## src/rtl/noc_reader.sv

```systemverilog
// -----------------------------------------------------------------------------
// noc_reader
//
// This module is the receive endpoint of a NoC router. Flits arriving on the
// router writeOut port go into a small input FIFO. The FIFO drains one flit per
// clock whenever the consumer is not stalling. For each consumed flit the block
// records the flit, counts valid flits, and raises sticky error flags when one
// of these happens:
//   - a write is dropped because the FIFO is full,
//   - a flit is addressed to another node,
//   - a per-source count sequence is broken (optional feature).
//
// Flit layout: {count[15:5], src[4:3], dest[2:1], valid[0]}
//
// Optional feature macro: NOC_READER_SEQCHECK_EN
//   When defined, the block keeps a seen bit and an 11-bit expected count for
//   each of the 4 sources, and it sets errSeq on a count mismatch.
//   When undefined, errSeq is tied to 0 and no sequence storage is built.
//
// Parameters
//   MY_ID  local node id that every consumed valid flit must be addressed to
//   DEPTH  FIFO entries, a power of 2 and at least 2
//
// Ports
//   clk          rising-edge clock
//   reset        asynchronous active-high reset
//   write        flit strobe from the router
//   dataIn       16-bit flit
//   stall        1 = hold the drain and pop nothing
//   full         registered, occupancy == DEPTH
//   almost_full  registered, occupancy >= DEPTH-1
//   pktCount     number of consumed flits with valid=1 (wraps)
//   lastData     most recently popped flit
//   lastValid    one-cycle pulse after each pop
//   errOvf       sticky, a write was dropped while full
//   errDest      sticky, a consumed valid flit had dest != MY_ID
//   errSeq       sticky, a per-source count sequence mismatch
// -----------------------------------------------------------------------------
module noc_reader #(
   parameter logic [1:0] MY_ID = 2'b11,
   parameter int          DEPTH = 4
) (
   input  logic        clk,
   input  logic        reset,
   input  logic        write,
   input  logic [15:0] dataIn,
   input  logic        stall,
   output logic        full,
   output logic        almost_full,
   output logic [15:0] pktCount,
   output logic [15:0] lastData,
   output logic        lastValid,
   output logic        errOvf,
   output logic        errDest,
   output logic        errSeq
);

   localparam int AW = (DEPTH > 1) ? $clog2(DEPTH) : 1;
   localparam int CW = AW + 1;
   localparam logic [CW-1:0] C_DEPTH = CW'(DEPTH);
   localparam logic [CW-1:0] C_AFULL = CW'(DEPTH - 1);

   typedef enum logic [1:0] {
      S_IDLE,
      S_DRAIN,
      S_PAUSED
   } state_t;

   // ---------------------------------------------------------------- storage
   logic [15:0]   r_mem [DEPTH];
   logic [AW-1:0] r_wr_ptr;
   logic [AW-1:0] r_rd_ptr;
   logic [CW-1:0] r_count;
   state_t        r_state;

   logic          r_full;
   logic          r_almost_full;
   logic [15:0]   r_pkt_count;
   logic [15:0]   r_last_data;
   logic          r_last_valid;
   logic          r_err_ovf;
   logic          r_err_dest;

   logic          w_push;
   logic          w_pop;
   logic [15:0]   w_head;
   logic [CW-1:0] w_count_next;
   state_t        w_state_next;
   logic          w_head_valid;
   logic          w_dest_bad;

   // A write is accepted only when the registered full flag is low. The FSM
   // state does not gate acceptance.
   assign w_push = write & ~r_full;

   // The state is IDLE exactly when the FIFO is empty. The state is computed
   // from the next occupancy, so after the edge it matches the occupancy.
   assign w_pop = ~stall & (r_state != S_IDLE);

   assign w_head       = r_mem[r_rd_ptr];
   assign w_head_valid = w_head[0];
   assign w_dest_bad   = (w_head[2:1] != MY_ID);

   always_comb begin
      w_count_next = r_count;
      case ({w_push, w_pop})
         2'b10:   w_count_next = r_count + 1'b1;
         2'b01:   w_count_next = r_count - 1'b1;
         default: w_count_next = r_count;   // no change, or a push and a pop together
      endcase
   end

   always_comb begin
      w_state_next = S_IDLE;
      if (w_count_next != '0)
         w_state_next = stall ? S_PAUSED : S_DRAIN;
   end

   // The FIFO data array has no reset. The pointers define which entries
   // are live, so the array can map onto distributed RAM.
   always_ff @(posedge clk) begin
      if (w_push)
         r_mem[r_wr_ptr] <= dataIn;
   end

   always_ff @(posedge clk or posedge reset) begin
      if (reset) begin
         r_wr_ptr      <= '0;
         r_rd_ptr      <= '0;
         r_count       <= '0;
         r_state       <= S_IDLE;
         r_full        <= 1'b0;
         r_almost_full <= 1'b0;
         r_pkt_count   <= '0;
         r_last_data   <= '0;
         r_last_valid  <= 1'b0;
         r_err_ovf     <= 1'b0;
         r_err_dest    <= 1'b0;
      end else begin
         r_count       <= w_count_next;
         r_state       <= w_state_next;
         r_full        <= (w_count_next == C_DEPTH);
         r_almost_full <= (w_count_next >= C_AFULL);
         r_last_valid  <= w_pop;

         if (w_push)
            r_wr_ptr <= r_wr_ptr + 1'b1;   // wraps modulo DEPTH (power of 2)

         if (write & r_full)
            r_err_ovf <= 1'b1;

         if (w_pop) begin
            r_rd_ptr    <= r_rd_ptr + 1'b1;
            r_last_data <= w_head;
            // A flit with valid=0 updates lastData and pulses lastValid.
            // It does not change pktCount or any error flag.
            if (w_head_valid) begin
               r_pkt_count <= r_pkt_count + 16'd1;
               if (w_dest_bad)
                  r_err_dest <= 1'b1;
            end
         end
      end
   end

   assign full        = r_full;
   assign almost_full = r_almost_full;
   assign pktCount    = r_pkt_count;
   assign lastData    = r_last_data;
   assign lastValid   = r_last_valid;
   assign errOvf      = r_err_ovf;
   assign errDest     = r_err_dest;

`ifdef NOC_READER_SEQCHECK_EN
   // --------------------------------------------------- per-source sequence
   logic [3:0]  r_seen;
   logic [10:0] r_expect [4];
   logic        r_err_seq;
   logic [1:0]  w_src;
   logic [10:0] w_cnt;
   logic        w_seq_upd;
   logic        w_seq_bad;

   assign w_src     = w_head[4:3];
   assign w_cnt     = w_head[15:5];
   assign w_seq_upd = w_pop & w_head_valid;
   // The first flit from a source only primes the table. A later flit must
   // carry the expected count. The 11-bit arithmetic wraps 2047 to 0.
   assign w_seq_bad = w_seq_upd & r_seen[w_src] & (w_cnt != r_expect[w_src]);

   always_ff @(posedge clk or posedge reset) begin
      if (reset) begin
         r_seen    <= '0;
         r_err_seq <= 1'b0;
         for (int i = 0; i < 4; i++)
            r_expect[i] <= '0;
      end else begin
         if (w_seq_bad)
            r_err_seq <= 1'b1;
         if (w_seq_upd) begin
            // Resync to count+1 whether or not the count matched.
            r_seen[w_src]   <= 1'b1;
            r_expect[w_src] <= w_cnt + 11'd1;
         end
      end
   end

   assign errSeq = r_err_seq;
`else
   assign errSeq = 1'b0;
`endif

endmodule

```

## config.mk

```make
export PLATFORM = sky130hd
export DESIGN_NAME = noc_reader
export DESIGN_NICKNAME = d
export VERILOG_FILES = /design/src/rtl/noc_reader.sv
export SDC_FILE = /design/constraint.sdc
export NUM_CORES = 1
export LEC_CHECK = 0
export BUFFER_PORTS_ARGS = -buffer_cell sky130_fd_sc_hd__buf_2
export CORE_MARGIN = 2
export CORE_UTILIZATION = 61
export DETAILED_ROUTE_END_ITERATION = 8
export PLACE_DENSITY = 0.94
export SETUP_SLACK_MARGIN = 0.5
export SYNTH_ARGS = -nofsm -noshare
export SYNTH_HDL_FRONTEND = slang
export SYNTH_SLANG_ARGS = --single-unit
```

## constraint.sdc

```tcl
create_clock -name clk -period 4.5 [get_ports clk]
set_input_delay 0 -clock clk [delete_from_list [all_inputs] [get_ports clk]]
set_output_delay 0 -clock clk [all_outputs]
set_load 0.03 [all_outputs]
```

# Word-level counts from Yosys, hierarchy flattened
# Memory sizes are Yosys's and may differ from the RTL's.
# Cells that the tools add are included.
dict set report totals {
  reg_bits 46
  mem_bits_rw 64
  inputBits 20
  out_inout_bits 38
  n_memories 1
}
# memory words word_bits read_ports rd_ports_with_merged_regs write_ports line
set mem_list {}
lappend mem_list {r_mem 4 16 1 0 1 70} ;# logic [15:0] r_mem [DEPTH];
dict set report classes {
  add_sub_neg 5
  order_cmp 1
  eq_ne 4
  mux 5
  n_bitwise 5
  n_reduce_logical 4
}
# operator count
set op_table {}
lappend op_table {{adder 16 x 1 -> 16 bit, second input constant} 1}
lappend op_table {{case mux 3 bit (2 select lines)} 1}
lappend op_table {{adder 2 x 1 -> 2 bit, second input constant} 2}
lappend op_table {{two-way mux 2 bit} 2}
lappend op_table {{adder 3 x 1 -> 3 bit, second input constant} 1}
lappend op_table {{bitwise AND 1 bit} 3}
lappend op_table {{== test 3 bit, second input constant} 1}
lappend op_table {{>= comparator 3 x 2 -> 1 bit, second input constant} 1}
lappend op_table {{AND reduction 3 bit} 1}
lappend op_table {{nonzero test 3 bit} 1}
lappend op_table {{subtractor 3 x 1 -> 3 bit, second input constant} 1}
lappend op_table {{== test 2 x 1 -> 1 bit, second input constant} 1}
lappend op_table {{== test 2 bit, second input constant} 1}
lappend op_table {{two-way mux 1 bit} 2}
lappend op_table {{inequality test 2 bit, second input constant} 1}
lappend op_table {{NOT 1 bit} 2}
lappend op_table {{AND reduction 2 bit} 1}
lappend op_table {{nonzero test 2 bit} 1}

# Depth between registers and ports, before layout
# Gate-level depths: netlist of run 1.
dict set report depth {
  ltp_word 6
  depth_mapped 10
  depth_no_buf 9
}

# Worst setup path after synthesis of run 1
# Ideal clock, no wire load.
dict set report synth_path {
  path_type {register to register}
  from {register r_state[1]}
  to {register r_state[1]}
  setup_time_ns 0.145
  arrival_ns 2.149
  required_ns 4.355
  setup_slack_ns 2.206
  stages_incl_launch_ff 11
  cell_sequence {dfrtp_1 o21bai_2 clkinv_2 clkbuf_1 ha_1 inv_1 fa_1 xor2_1 nor2_1 xnor2_1 a21boi_0}
}
dict set report synth_between {
  elab_chain_cells 6
}
# element line
set synth_rtl {}
lappend synth_rtl {{start: declaration} 74} ;# state_t r_state;
lappend synth_rtl {{start signal: assignment} 141} ;# r_state <= w_state_next;
lappend synth_rtl {{nonzero test 2 bit *} 98} ;# assign w_pop = ~stall & (r_state != S_IDLE);
lappend synth_rtl {{bitwise AND 1 bit *} 98}
lappend synth_rtl {{named net w_pop} 85} ;# logic w_pop;
lappend synth_rtl {{== test 2 x 1 -> 1 bit or == test 2 bit (tied branches)} 106} ;# case ({w_push, w_pop})
lappend synth_rtl {{case mux 3 bit (2 select lines) *} 106}
lappend synth_rtl {{nonzero test 3 bit *} 115} ;# if (w_count_next != '0)
lappend synth_rtl {{two-way mux 2 bit *} 115}
lappend synth_rtl {{named net w_state_next[1]} 88} ;# state_t w_state_next;
# Mark *: on every way through the listed nets, which the timed path passes. The rest lies on a longest branch.
# A chain may end at the register's enable or synchronous reset.

# Final worst setup path of run 1
dict set report layout_path {
  from {register r_state[1]}
  to {register r_state[1]}
}
dict set report layout_between {
  elab_chain_cells 6
}
# element line
set layout_rtl {}
lappend layout_rtl {{nonzero test 2 bit *} 98}
lappend layout_rtl {{bitwise AND 1 bit *} 98}
lappend layout_rtl {{== test 2 x 1 -> 1 bit or == test 2 bit (tied branches)} 106}
lappend layout_rtl {{case mux 3 bit (2 select lines) *} 106}
lappend layout_rtl {{nonzero test 3 bit *} 115}
lappend layout_rtl {{two-way mux 2 bit *} 115}
lappend layout_rtl {{named net w_state_next[1]} 88}
# Marks and branches as above.

==> load_flow_metrics.sql, run 1 <==
INSERT INTO impl_metrics (metric_group, metric, value, unit) VALUES
('outcome', 'result_of_the_run', 'completed', ''),
('timing', 'final_hold_viol_count', '0', ''),
('power_and_ir_drop', 'power.ir.vdd_worst', '358', 'uV'),
('setup_path', 'cp-end-kind', 'flip-flop', ''),
('drt', 'final_wirelength', '7410', 'um'),
('yosys', 'synthesis.instances', '273', ''),
('floorplanning', 'rows', '30', ''),
('timing', 'tns', '0', 'ns'),
('grt', 'antenna_found_initial', '0', ''),
('power_and_ir_drop', 'power_frac_comb', '33.0', '%'),
('yosys', 'mappedNetlistArea', '0.00430', 'mm^2'),
('timing', 'rsz_0062_raised_after_global_routing', 'no', ''),
('power_and_ir_drop', 'switching_power', '1.15', 'mW'),
('floorplanning', 'floorplan.initialDensity', '63.3', '%'),
('yosys', 'synth_top_flop_cell', 'sky130_fd_sc_hd__edfxtp_1', ''),
('setup_path', 'critical_path_cell_by_cell', 'o21bai_2, clkinv_2, ha_1, inv_1, fa_1, xor2_1, nor2_1, xnor2_1, a21boi_0', ''),
('placed_design', 'port_buf_inserts', '56', ''),
('yosys', 'mappedNetlistNets', '300', ''),
('floorplanning', 'die-area', '0.00774', 'mm^2'),
('setup_path', 'critPathMaxStageDelay', '0.75', 'ns'),
('setup_path', 'crit_type', 'reg -> reg', ''),
('placed_design', 'hpwl', '4810', 'um'),
('setup_path', 'worst-endpoint-required', '4.72', 'ns'),
('finish', 'syn2layout_area_growth', '17.5', '%'),
('placed_design', 'pre_cts_ws', '1.30', 'ns'),
('grt', 'overflow', '0', ''),
('yosys', 'synth_enable_flop_cells', '64', ''),
('clocking', 'cts_root_buf', 'sky130_fd_sc_hd__clkbuf_8', ''),
('yosys', 'synthArstFlopShare', '41.8', '%'),
('timing', 'post-route-worst-setup-slack', '1.25', 'ns'),
('timing', 'setup-violations-final', '0', ''),
('timing', 'max-slew-margin-rel', '36.9', '%'),
('yosys', 'synth.ff_latch_count', '110', ''),
('grt', 'grt_pass1_vias', '2408', ''),
('floorplanning', 'floorplan.io_pins', '58', ''),
('yosys', 'synth_area_leaders', 'sky130_fd_sc_hd__edfxtp_1, sky130_fd_sc_hd__dfrtp_1, sky130_fd_sc_hd__mux4_2', ''),
('yosys', 'synth_top_area_cell', 'sky130_fd_sc_hd__edfxtp_1', ''),
('timing', 'timing.final.crit_share', '72.3', '%'),
('setup_path', 'timing.critical_path.fanout_max', '20', ''),
('grt', 'pin_count_of_the_biggest_net_entering_global_routing', '47', ''),
('power_and_ir_drop', 'power_frac_seq', '48.2', '%'),
('clocking', 'ctsLongestPathBuffers', '2', ''),
('timing', 'worst_pin_slew', '0.946', 'ns'),
('drt', 'antenna_left', '0', ''),
('drt', 'detail_route.vias_per_cell', '5.33', ''),
('grt', 'grt_usage', '21.3', '%'),
('power_and_ir_drop', 'power.density', '613', 'mW/mm^2'),
('clocking', 'cts_resized', '0', ''),
('power_and_ir_drop', 'clock_power_share', '18.8', '%'),
('timing', 'final.min_clock_period', '3.25', 'ns'),
('drt', 'vias', '2407', ''),
('finish', 'nets', '378', ''),
('timing', 'finalClockSkew', '0.0127', 'ns'),
('drt', 'detailedRoute.firstIterationViolations', '138', ''),
('setup_path', 'slowest_stage', 'sky130_fd_sc_hd__o21bai_2', ''),
('clocking', 'clkSlewWorstSetupHoldPaths', '0.11', 'ns'),
('floorplanning', 'die_span_x', '88.0', 'um'),
('finish', 'antenna-diode-count', '0', ''),
('power_and_ir_drop', 'leakage', '2.12', 'nW'),
('yosys', 'ys_warn_count', '0', ''),
('setup_path', 'cp.buffers_inverters', '2', ''),
('timing', 'fmax', '0.307', 'GHz'),
('hold_path', 'holdCritPathClass', 'in -> reg', ''),
('setup_path', 'cpLargestDelayFamily', 'compound AO/OA/AOI/OAI gates', ''),
('setup_path', 'critical_path_arrival', '3.48', 'ns'),
('finish', 'drive_gt1_share', '27.8', '%'),
('run', 'maxCapViolCount', '0', ''),
('yosys', 'synth.lib_cells_used.distinct', '39', ''),
('clocking', 'cts-buffers-inserted', '9', ''),
('timing', 'timing.final.max_slew_violations', '0', ''),
('clocking', 'tritoncts_num_sinks', '110', '');
[path summary, 6_finish.rpt]
kind | to | cells after the start | slack, ns | start
worst max register to register | r_state[1]$_DFF_PP0_ | 9 | 1.25 | r_state[1]$_DFF_PP0_
max in group asynchronous | pktCount[3]$_DFFE_PP0P_ | 3 | 3.54 | reset
min in group asynchronous | pktCount[7]$_DFFE_PP0P_ | 3 | 0.37 | reset
worst max-delay path | r_state[1]$_DFF_PP0_ | 9 | 1.25 | r_state[1]$_DFF_PP0_
worst min-delay path | r_state[0]$_DFF_PP0_ | 3 | 0.36 | stall
worst min register to register | errOvf$_DFFE_PP0P_ | 1 | 0.46 | errOvf$_DFFE_PP0P_
[cell type report]
cell class	count	area, um^2
flip-flops and latches	110	3070
inverters	10	38.8
well taps	96	120
multi-input cells	144	1130
repair buffers	76	478
clock inverters	7	83.8
fillers	412	1740
clock buffers	9	124
[cells by family after synthesis]
logic type / synth area share, %
compound gates: 1.22
flops: 71.4
fa+ha+maj: 2.21
other cells: 0.0872
xor+xnor: 4.28
buf+inv: 2.18
simple gates: 9.86
mux: 8.73
[Yosys cell counts, types with 2 or more instances]
cell                       number
sky130_fd_sc_hd__edfxtp_1      64
sky130_fd_sc_hd__nand2_1       61
sky130_fd_sc_hd__dfrtp_1       46
sky130_fd_sc_hd__mux4_2        15
sky130_fd_sc_hd__xnor2_1       11
sky130_fd_sc_hd__xor2_1        10
sky130_fd_sc_hd__inv_1          9
sky130_fd_sc_hd__ha_1           6
sky130_fd_sc_hd__and2_1         4
sky130_fd_sc_hd__clkbuf_1       3
sky130_fd_sc_hd__nand3_1        3
sky130_fd_sc_hd__nor2_1         3
sky130_fd_sc_hd__nor3_1         3
sky130_fd_sc_hd__a21oi_1        2
sky130_fd_sc_hd__buf_2          2
sky130_fd_sc_hd__buf_6          2
sky130_fd_sc_hd__nand2_2        2
sky130_fd_sc_hd__nand4_1        2
sky130_fd_sc_hd__nor2b_1        2
sky130_fd_sc_hd__nor4_1         2
sky130_fd_sc_hd__nor4_2         2
sky130_fd_sc_hd__o21ai_0        2
[per-stage QoR]
stage	total power, mW	instances	hold WS (ns)	cell area [um^2]
finish	3.10	452	0.358	5050
CTS	3.12	452	0.327	5050
global route	3.28	452	0.350	5050
floorplan	2.24	273	0.0631	4300
global placement	2.46	417	0.173	4650
detailed placement	2.53	417	0.192	4650
[per-layer routing]
layer	share of wire (%)	wire, um	GRT usage, %
met5	0	0	0
met4	2.6	195	14.5
met3	5.3	394	4.43
met2	51	3760	33.2
met1	41	3060	27.3
[sequential cells by signal, summed over array words and instances, names as in the netlist, 2 cells and up]
register / count
r_mem: 64
r_count: 3
r_wr_ptr: 2
pktCount: 16
r_rd_ptr: 2
r_state: 2
lastData: 16
[tightest hold or removal path, stage by stage]
cell,delay [ns]
sky130_fd_sc_hd__dlygate4sd3_1,0.53
sky130_fd_sc_hd__buf_2,0.12
sky130_fd_sc_hd__a21oi_1,0.05
[cell usage in the layout (no fill, tap or decap), drive strengths merged, types with 4 or more instances in the layout]
cell,Yosys,layout
xor2,10,10
mux4,16,16
dlygate4sd3,0,19
dfrtp,46,46
clkinv,1,4
and2,4,4
nand2,63,63
edfxtp,64,64
nor4,4,4
buf,6,57
ha,6,6
clkbuf,3,9
inv,9,13
xnor2,11,11
[what timing repair did]
action,4_1_cts,5_1_grt
buffers inserted,0,0
endpoints found under the hold margin,113,0
setup endpoints to repair,0,0
hold buffers,19,0
[power by group through the flow]
stage / registers [mW] / clock network, mW / logic [mW]
6_report: 1.49 / 0.581 / 1.02
5_1_grt: 1.52 / 0.640 / 1.12
4_1_cts: 1.49 / 0.594 / 1.03
3_5_place_dp: 1.51 / 0 / 1.02
3_3_place_gp: 1.50 / 0 / 0.965
2_1_floorplan: 1.66 / 0 / 0.583
(Power assumes the default switching activity.)
==> run 2: changes to the inputs <==
--- a/config.mk
+++ b/config.mk
@@ -7,9 +7,9 @@
 export LEC_CHECK = 0
 export BUFFER_PORTS_ARGS = -buffer_cell sky130_fd_sc_hd__buf_2
 export CORE_MARGIN = 2
-export CORE_UTILIZATION = 61
+export CORE_UTILIZATION = 51
 export DETAILED_ROUTE_END_ITERATION = 8
-export PLACE_DENSITY = 0.94
+export PLACE_DENSITY = 0.85
 export SETUP_SLACK_MARGIN = 0.5
 export SYNTH_ARGS = -nofsm -noshare
 export SYNTH_HDL_FRONTEND = slang
==> constraint.sdc (replaced) <==
create_clock -name clk -period 2.71 [get_ports clk]
set_input_delay 0 -clock clk [delete_from_list [all_inputs] [get_ports clk]]
set_output_delay 0 -clock clk [all_outputs]
set_load 0.03 [all_outputs]
==> run 2 against run 1 <==
  * Non-clock buffer count is 7 higher
  * Power rose by 68%
  * Final area up 1.6%
  * Clock power increased by 72%
  * Sequential share of layout area decreased by 0.93 points
  * Critical path depth down 1
  * Global-route usage shrank 3.2 points
==> load_flow_metrics.sql, run 2 (same netlist as run 1, synthesis figures left out) <==
INSERT INTO impl_metrics (metric_group, metric, value, unit) VALUES
('finish', 'number_of_flip_flops_in_the_largest_register', '64', ''),
('setup_path', 'timing.critical_path.fanout_max', '8', ''),
('setup_path', 'cp-end-kind', 'flip-flop', ''),
('drt', 'final_wirelength', '7560', 'um'),
('power_and_ir_drop', 'power_report.internal_total', '3.33', 'mW'),
('run', 'maxCapViolCount', '0', ''),
('clocking', 'cts-buffers-inserted', '9', ''),
('grt', 'grt_pass1_vias', '2505', ''),
('clocking', 'tritoncts_num_sinks', '110', ''),
('drt', 'drc', '0', ''),
('floorplanning', 'floorplan.io_pins', '58', ''),
('drt', 'detailedRoute.firstIterationViolations', '178', ''),
('placed_design', 'pre_cts_ws', '0.542', 'ns'),
('placed_design', 'hpwl', '4780', 'um'),
('floorplanning', 'die-area', '0.00919', 'mm^2'),
('grt', 'pin_count_of_the_biggest_net_entering_global_routing', '47', ''),
('drt', 'antenna_left', '0', ''),
('grt', 'grt_usage', '18.1', '%'),
('clocking', 'clock_tree_from_tritoncts', 'done', ''),
('setup_path', 'critical_path_arrival', '2.32', 'ns'),
('placed_design', 'globalplace.congestion', '0.795', ''),
('finish', 'drive_gt1_share', '29.8', '%'),
('grt', 'overflow', '0', ''),
('drt', 'avgRoutedWirePerCell', '16.2', 'um'),
('finish', 'syn2layout_area_growth', '19.3', '%'),
('setup_path', 'ff2ff_setup_slack', '0.69', 'ns'),
('power_and_ir_drop', 'leakage', '2.16', 'nW'),
('grt', 'antenna_found_initial', '0', ''),
('grt', 'global_route_wire_length_before_repair', '12100', 'um'),
('clocking', 'clkSlewWorstSetupHoldPaths', '0.10', 'ns'),
('finish', 'mostFrequentLayoutCell', 'sky130_fd_sc_hd__edfxtp_1', ''),
('drt', 'detail_route.vias_per_cell', '5.22', ''),
('power_and_ir_drop', 'power_frac_comb', '34.3', '%'),
('finish', 'largest_register', 'r_mem', ''),
('power_and_ir_drop', 'switching_power', '1.87', 'mW'),
('clocking', 'cts_root_buf', 'sky130_fd_sc_hd__clkbuf_8', ''),
('setup_path', 'crit_type', 'reg -> reg', ''),
('timing', 'final.min_clock_period', '2.02', 'ns'),
('finish', 'antenna-diode-count', '0', ''),
('timing', 'post-route-worst-setup-slack', '0.695', 'ns'),
('drt', 'vias', '2441', ''),
('power_and_ir_drop', 'power.density', '1010', 'mW/mm^2'),
('timing', 'timing.final.crit_share', '74.4', '%'),
('floorplanning', 'die_height', '95.8', 'um'),
('timing', 'setup-violations-final', '0', ''),
('finish', 'nets', '385', ''),
('setup_path', 'worst-endpoint-required', '3.01', 'ns'),
('clocking', 'cts_htree_levels', '3', ''),
('timing', 'max-slew-margin-rel', '32.0', '%'),
('floorplanning', 'rows', '33', ''),
('timing', 'finalClockSkew', '0.00884', 'ns'),
('drt', 'drtPass1Iterations', '4', ''),
('setup_path', 'startpoint_type', 'flip-flop', ''),
('floorplanning', 'fp.coreArea', '0.00822', 'mm^2'),
('floorplanning', 'die_span_x', '95.8', 'um'),
('power_and_ir_drop', 'sw_frac_of_total', '35.9', '%'),
('power_and_ir_drop', 'power_frac_seq', '46.5', '%'),
('timing', 'worst_pin_slew', '1.02', 'ns'),
('outcome', 'result_of_the_run', 'completed', ''),
('timing', 'fmax', '0.496', 'GHz'),
('timing', 'rsz_0062_raised_after_global_routing', 'no', ''),
('hold_path', 'holdCritPathClass', 'in -> reg', ''),
('clocking', 'ctsLongestPathBuffers', '2', ''),
('placed_design', 'port_buf_inserts', '56', ''),
('power_and_ir_drop', 'power.ir.vdd_worst', '461', 'uV'),
('timing', 'timing.final.max_slew_violations', '0', ''),
('clocking', 'clkLatencyLatePin', '0.36', 'ns'),
('power_and_ir_drop', 'clock_power_share', '19.2', '%'),
('finish', 'layout_common_cells', 'sky130_fd_sc_hd__edfxtp_1, sky130_fd_sc_hd__nand2_1, sky130_fd_sc_hd__buf_2', ''),
('floorplanning', 'floorplan.initialDensity', '52.4', '%'),
('timing', 'tns', '0', 'ns'),
('timing', 'final_hold_viol_count', '0', '');
run 2: cell count changes in the layout (fill, tap and decap cells not counted):
| cell | change |
|---|---|
| sky130_fd_sc_hd__buf_4 | +7 |
| sky130_fd_sc_hd__clkinv_4 | +3 |
| sky130_fd_sc_hd__clkinv_8 | -3 |
| sky130_fd_sc_hd__inv_6 | -2 |
| sky130_fd_sc_hd__bufinv_16 | +1 |
| sky130_fd_sc_hd__clkinvlp_4 | +1 |
| sky130_fd_sc_hd__nor2b_1 | -1 |
| sky130_fd_sc_hd__nor2b_2 | +1 |
| sky130_fd_sc_hd__o21bai_2 | -1 |
| sky130_fd_sc_hd__o21bai_4 | +1 |
| sky130_fd_sc_hd__xnor2_1 | -1 |
| sky130_fd_sc_hd__xnor2_2 | +1 |
run 2: final timing paths:
| path | startpoint | end | cells past startpoint |
|---|---|---|---|
| max | full$_DFF_PP0_ | almost_full$_DFF_PP0_ | 8 |
| min | stall | r_state[0]$_DFF_PP0_ | 3 |
| max reg2reg | full$_DFF_PP0_ | almost_full$_DFF_PP0_ | 8 |
| min reg2reg | pktCount[15]$_DFFE_PP0P_ | pktCount[15]$_DFFE_PP0P_ | 1 |
| max in group asynchronous | reset | lastData[2]$_DFFE_PP0N_ | 3 |
| min in group asynchronous | reset | pktCount[9]$_DFFE_PP0P_ | 3 |
run 2: layer usage:
layer  GRT usage [%]  wire length [um]  vias up
li1                -                 -     1134
met1            23.4              3320     1231
met2            30.0              3760       61
met3            3.99               302       15
met4            7.50               177        0
met5               0                 0        -
run 2: cell type report:
type	count	area (um^2)
clock buffer	9	124
clock inverter	7	81.3
fill	606	3090
inverter	10	38.8
multi-input combinational	144	1150
sequential	110	3070
tap	105	131
timing repair buffer	83	531
run 2: worst max-delay path, cell delays in order, from the launching register on:
cell                      delay, ns
sky130_fd_sc_hd__dfrtp_1       0.41
sky130_fd_sc_hd__nor2b_2       0.26
sky130_fd_sc_hd__inv_1         0.08
sky130_fd_sc_hd__ha_1          0.22
sky130_fd_sc_hd__inv_1         0.07
sky130_fd_sc_hd__fa_1          0.43
sky130_fd_sc_hd__o21ai_0       0.31
sky130_fd_sc_hd__nand2_1       0.09
sky130_fd_sc_hd__nand2_1       0.08
run 2: what timing repair did:
item | CTS | global route
hold endpoints to repair | 113 | 0
hold buffers | 19 | 0
buffers inserted | 0 | 0
setup endpoints to repair | 0 | 5
resized for setup | 0 | 2
run 2: power by group through the flow:
stage	clock, mW	combinational (mW)	sequential (mW)
final	0.999	1.78	2.42
after CTS	1.02	1.80	2.42
after global placement	0	1.71	2.43
after floorplan	0	0.971	2.76
after global routing	1.09	1.96	2.47
after detailed placement	0	1.77	2.45
run 2: metrics by stage:
step           total power, mW  cell area [um^2]  std cells  util [%]  hold WS, ns
6_report                  5.20              5130        468      62.4        0.344
5_1_grt                   5.52              5130        468      62.4        0.367
4_1_cts                   5.24              5120        468      62.3        0.332
3_5_place_dp              4.23              4730        433      57.5        0.191
3_3_place_gp              4.14              4730        433      57.5        0.176
2_1_floorplan             3.73              4310        273         -       0.0631
==> run 3: changes to the inputs <==
--- a/config.mk
+++ b/config.mk
@@ -7,9 +7,9 @@
 export LEC_CHECK = 0
 export BUFFER_PORTS_ARGS = -buffer_cell sky130_fd_sc_hd__buf_2
 export CORE_MARGIN = 2
-export CORE_UTILIZATION = 51
+export CORE_UTILIZATION = 57
 export DETAILED_ROUTE_END_ITERATION = 8
-export PLACE_DENSITY = 0.85
+export PLACE_DENSITY = 0.89
 export SETUP_SLACK_MARGIN = 0.5
 export SYNTH_ARGS = -nofsm -noshare
 export SYNTH_HDL_FRONTEND = slang
==> constraint.sdc (replaced) <==
create_clock -name clk -period 2 [get_ports clk]
set_input_delay 0 -clock clk [delete_from_list [all_inputs] [get_ports clk]]
set_output_delay 0 -clock clk [all_outputs]
set_load 0.03 [all_outputs]
==> run 3 against run 2 <==
  * Setup slack worse by 0.55 ns
  * Clock power up 39%
  * Global-route usage up 3.2 points
  * Non-clock buffer count up 20
  * Critical path type unchanged
  * Register-to-register slack worse by 0.55 ns
  * Sequential share of layout area down 5.1 points
  * Utilization up 15 points
  * Largest cell class unchanged
  * Largest power group unchanged
  * First-iteration DRC count down 30%
  * Die area down 10%
  * Worst hold slack worse by 0.18 ns
  * Sequential power up 38%
  * Via count up 5.0%
==> load_flow_metrics.sql, run 3 (same netlist as run 1, synthesis figures left out) <==
INSERT INTO impl_metrics (metric_group, metric, value, unit) VALUES
('grt', 'antenna_found_initial', '0', ''),
('hold_path', 'holdCritPathClass', 'in -> reg', ''),
('clocking', 'clkLatencyLatePin', '0.37', 'ns'),
('finish', 'number_of_flip_flops_in_the_largest_register', '64', ''),
('finish', 'design_area', '0.00563', 'mm^2'),
('placed_design', 'placedInstanceArea', '0.00480', 'mm^2'),
('timing', 'tns', '0', 'ns'),
('placed_design', 'globalplace.congestion', '0.794', ''),
('timing', 'timing.final.max_slew_violations', '0', ''),
('run', 'maxCapViolCount', '0', ''),
('finish', 'largest_register', 'r_mem', ''),
('placed_design', 'hpwl', '4810', 'um'),
('setup_path', 'critPathMaxStageDelay', '0.40', 'ns'),
('grt', 'global_route_wire_length_before_repair', '13200', 'um'),
('finish', 'drive_gt1_share', '43.8', '%'),
('setup_path', 'cp.buffers_inverters', '2', ''),
('timing', 'finalClockSkew', '0.0164', 'ns'),
('placed_design', 'pre_cts_ws', '0.168', 'ns'),
('timing', 'worst_pin_slew', '0.815', 'ns'),
('floorplanning', 'die_height', '90.9', 'um'),
('grt', 'overflow', '0', ''),
('placed_design', 'port_buf_inserts', '56', ''),
('clocking', 'tritoncts_num_sinks', '110', ''),
('floorplanning', 'die_span_x', '90.9', 'um'),
('drt', 'final_wirelength', '9000', 'um'),
('setup_path', 'critical_path_cell_by_cell', 'o21bai_4, clkinv_4, ha_4, inv_2, fa_2, xor2_1, nor2_2, xnor2_2, a21oi_1', ''),
('finish', 'layout_common_cells', 'sky130_fd_sc_hd__edfxtp_1, sky130_fd_sc_hd__buf_2, sky130_fd_sc_hd__nand2_1', ''),
('grt', 'grt_usage', '21.3', '%'),
('drt', 'vias', '2563', ''),
('timing', 'fmax', '0.540', 'GHz'),
('floorplanning', 'die-area', '0.00826', 'mm^2'),
('setup_path', 'cp-end-kind', 'flip-flop', ''),
('timing', 'rsz_0062_raised_after_global_routing', 'yes', ''),
('setup_path', 'startpoint_type', 'flip-flop', ''),
('setup_path', 'cpLargestDelayFamily', 'adder cells', ''),
('grt', 'grt_pass1_vias', '2622', ''),
('setup_path', 'crit_type', 'reg -> reg', ''),
('floorplanning', 'rows', '31', ''),
('timing', 'post-route-worst-setup-slack', '0.147', 'ns'),
('power_and_ir_drop', 'leakage', '2.43', 'nW'),
('timing', 'timing.final.crit_share', '92.7', '%'),
('power_and_ir_drop', 'power.ir.vdd_worst', '808', 'uV'),
('power_and_ir_drop', 'power.density', '1430', 'mW/mm^2'),
('setup_path', 'critical_path_arrival', '2.11', 'ns'),
('setup_path', 'timing.critical_path.fanout_max', '5', ''),
('floorplanning', 'floorplan.initialDensity', '59.0', '%'),
('finish', 'nets', '406', ''),
('floorplanning', 'floorplan.io_pins', '58', ''),
('finish', 'mostFrequentLayoutCell', 'sky130_fd_sc_hd__edfxtp_1', ''),
('grt', 'pin_count_of_the_biggest_net_entering_global_routing', '40', ''),
('finish', 'fillers', '410', ''),
('drt', 'antenna_left', '0', ''),
('floorplanning', 'fp.coreArea', '0.00729', 'mm^2'),
('timing', 'final.min_clock_period', '1.85', 'ns'),
('finish', 'area_occupied_by_multi_input_gates', '0.00138', 'mm^2'),
('clocking', 'clkSlewWorstSetupHoldPaths', '0.11', 'ns'),
('setup_path', 'worst-endpoint-required', '2.25', 'ns'),
('drt', 'drc', '0', ''),
('setup_path', 'slowest_stage', 'sky130_fd_sc_hd__dfrtp_1', ''),
('finish', 'sequential_cell_area', '0.00309', 'mm^2'),
('drt', 'avgRoutedWirePerCell', '18.6', 'um'),
('timing', 'setup-violations-final', '0', ''),
('clocking', 'ctsLongestPathBuffers', '2', ''),
('clocking', 'clock_tree_from_tritoncts', 'done', ''),
('clocking', 'cts_htree_levels', '3', ''),
('drt', 'detail_route.vias_per_cell', '5.31', ''),
('finish', 'antenna-diode-count', '0', ''),
('timing', 'final_hold_viol_count', '0', ''),
('finish', 'syn2layout_area_growth', '30.8', '%'),
('timing', 'max-slew-margin-rel', '45.6', '%'),
('clocking', 'cts-buffers-inserted', '9', ''),
('clocking', 'cts_root_buf', 'sky130_fd_sc_hd__clkbuf_8', ''),
('drt', 'detailedRoute.firstIterationViolations', '125', ''),
('outcome', 'result_of_the_run', 'completed', ''),
('drt', 'drtPass1Iterations', '4', '');
[run 3: cell count changes in the layout (fill, tap and decap cells not counted), sizes merged]
cell and delta:
clkbuf +1, inv +2, clkinv -1, clkinvlp -1, buf +19, nand2 +1
[run 3: worst paths after layout]
| path | start | endpoint | slack, ns | cells after the start |
|---|---|---|---|---|
| worst max-delay path | r_state[0]$_DFF_PP0_ | r_state[0]$_DFF_PP0_ | 0.15 | 9 |
| worst min-delay path | write | r_wr_ptr[0]$_DFFE_PP0P_ | 0.16 | 4 |
| worst max register to register | r_state[0]$_DFF_PP0_ | r_state[0]$_DFF_PP0_ | 0.15 | 9 |
| worst min register to register | pktCount[15]$_DFFE_PP0P_ | pktCount[15]$_DFFE_PP0P_ | 0.47 | 1 |
| max in group asynchronous | reset | lastData[4]$_DFFE_PP0N_ | 1.03 | 4 |
| min in group asynchronous | reset | pktCount[7]$_DFFE_PP0P_ | 0.33 | 3 |
[run 3: final cells by class]
cell class | count | share of cell area (%)
Clock buffer | 9 | 2.20
Clock inverter | 7 | 1.42
Inverter | 10 | 0.756
Multi-Input combinational cell | 145 | 24.4
Sequential cell | 110 | 54.8
Tap cell | 99 | 2.20
Timing Repair Buffer | 103 | 14.1
[run 3: metrics by stage]
step,hold WS (ns),total power [mW],util (%),instances
2_1_floorplan,0.0631,5.15,-,273
3_3_place_gp,0.178,5.68,65.8,425
3_5_place_dp,0.203,5.81,65.8,425
4_1_cts,0.149,7.52,73.8,470
5_1_grt,0.200,8.42,77.2,483
6_report,0.161,8.04,77.2,483
[run 3: power breakdown]
part           switching, mW  internal, mW
combinational           1.84          1.45
sequential             0.347          3.00
clock                  0.787         0.600
[run 3: timing repair]
action,CTS,global route
hold buffers,19,0
pin swaps,18,26
gates cloned,1,1
setup buffers,9,12
resized for setup,28,31
endpoints found under the hold margin,105,0
endpoints found under the setup margin,91,38
[run 3: routing by layer]
layer / global-route usage (%) / wire length, um
met1: 25.8 / 3570
met5: 0 / 0
met4: 10.1 / 242
met2: 36.9 / 4830
met3: 4.34 / 360
[run 3: worst reg2reg max path, cell delays in order, from the launching register on]
cell,delay [ns]
sky130_fd_sc_hd__dfrtp_1,0.40
sky130_fd_sc_hd__o21bai_4,0.10
sky130_fd_sc_hd__clkinv_4,0.06
sky130_fd_sc_hd__ha_4,0.13
sky130_fd_sc_hd__inv_2,0.04
sky130_fd_sc_hd__fa_2,0.35
sky130_fd_sc_hd__xor2_1,0.20
sky130_fd_sc_hd__nor2_2,0.07
sky130_fd_sc_hd__xnor2_2,0.27
sky130_fd_sc_hd__a21oi_1,0.13
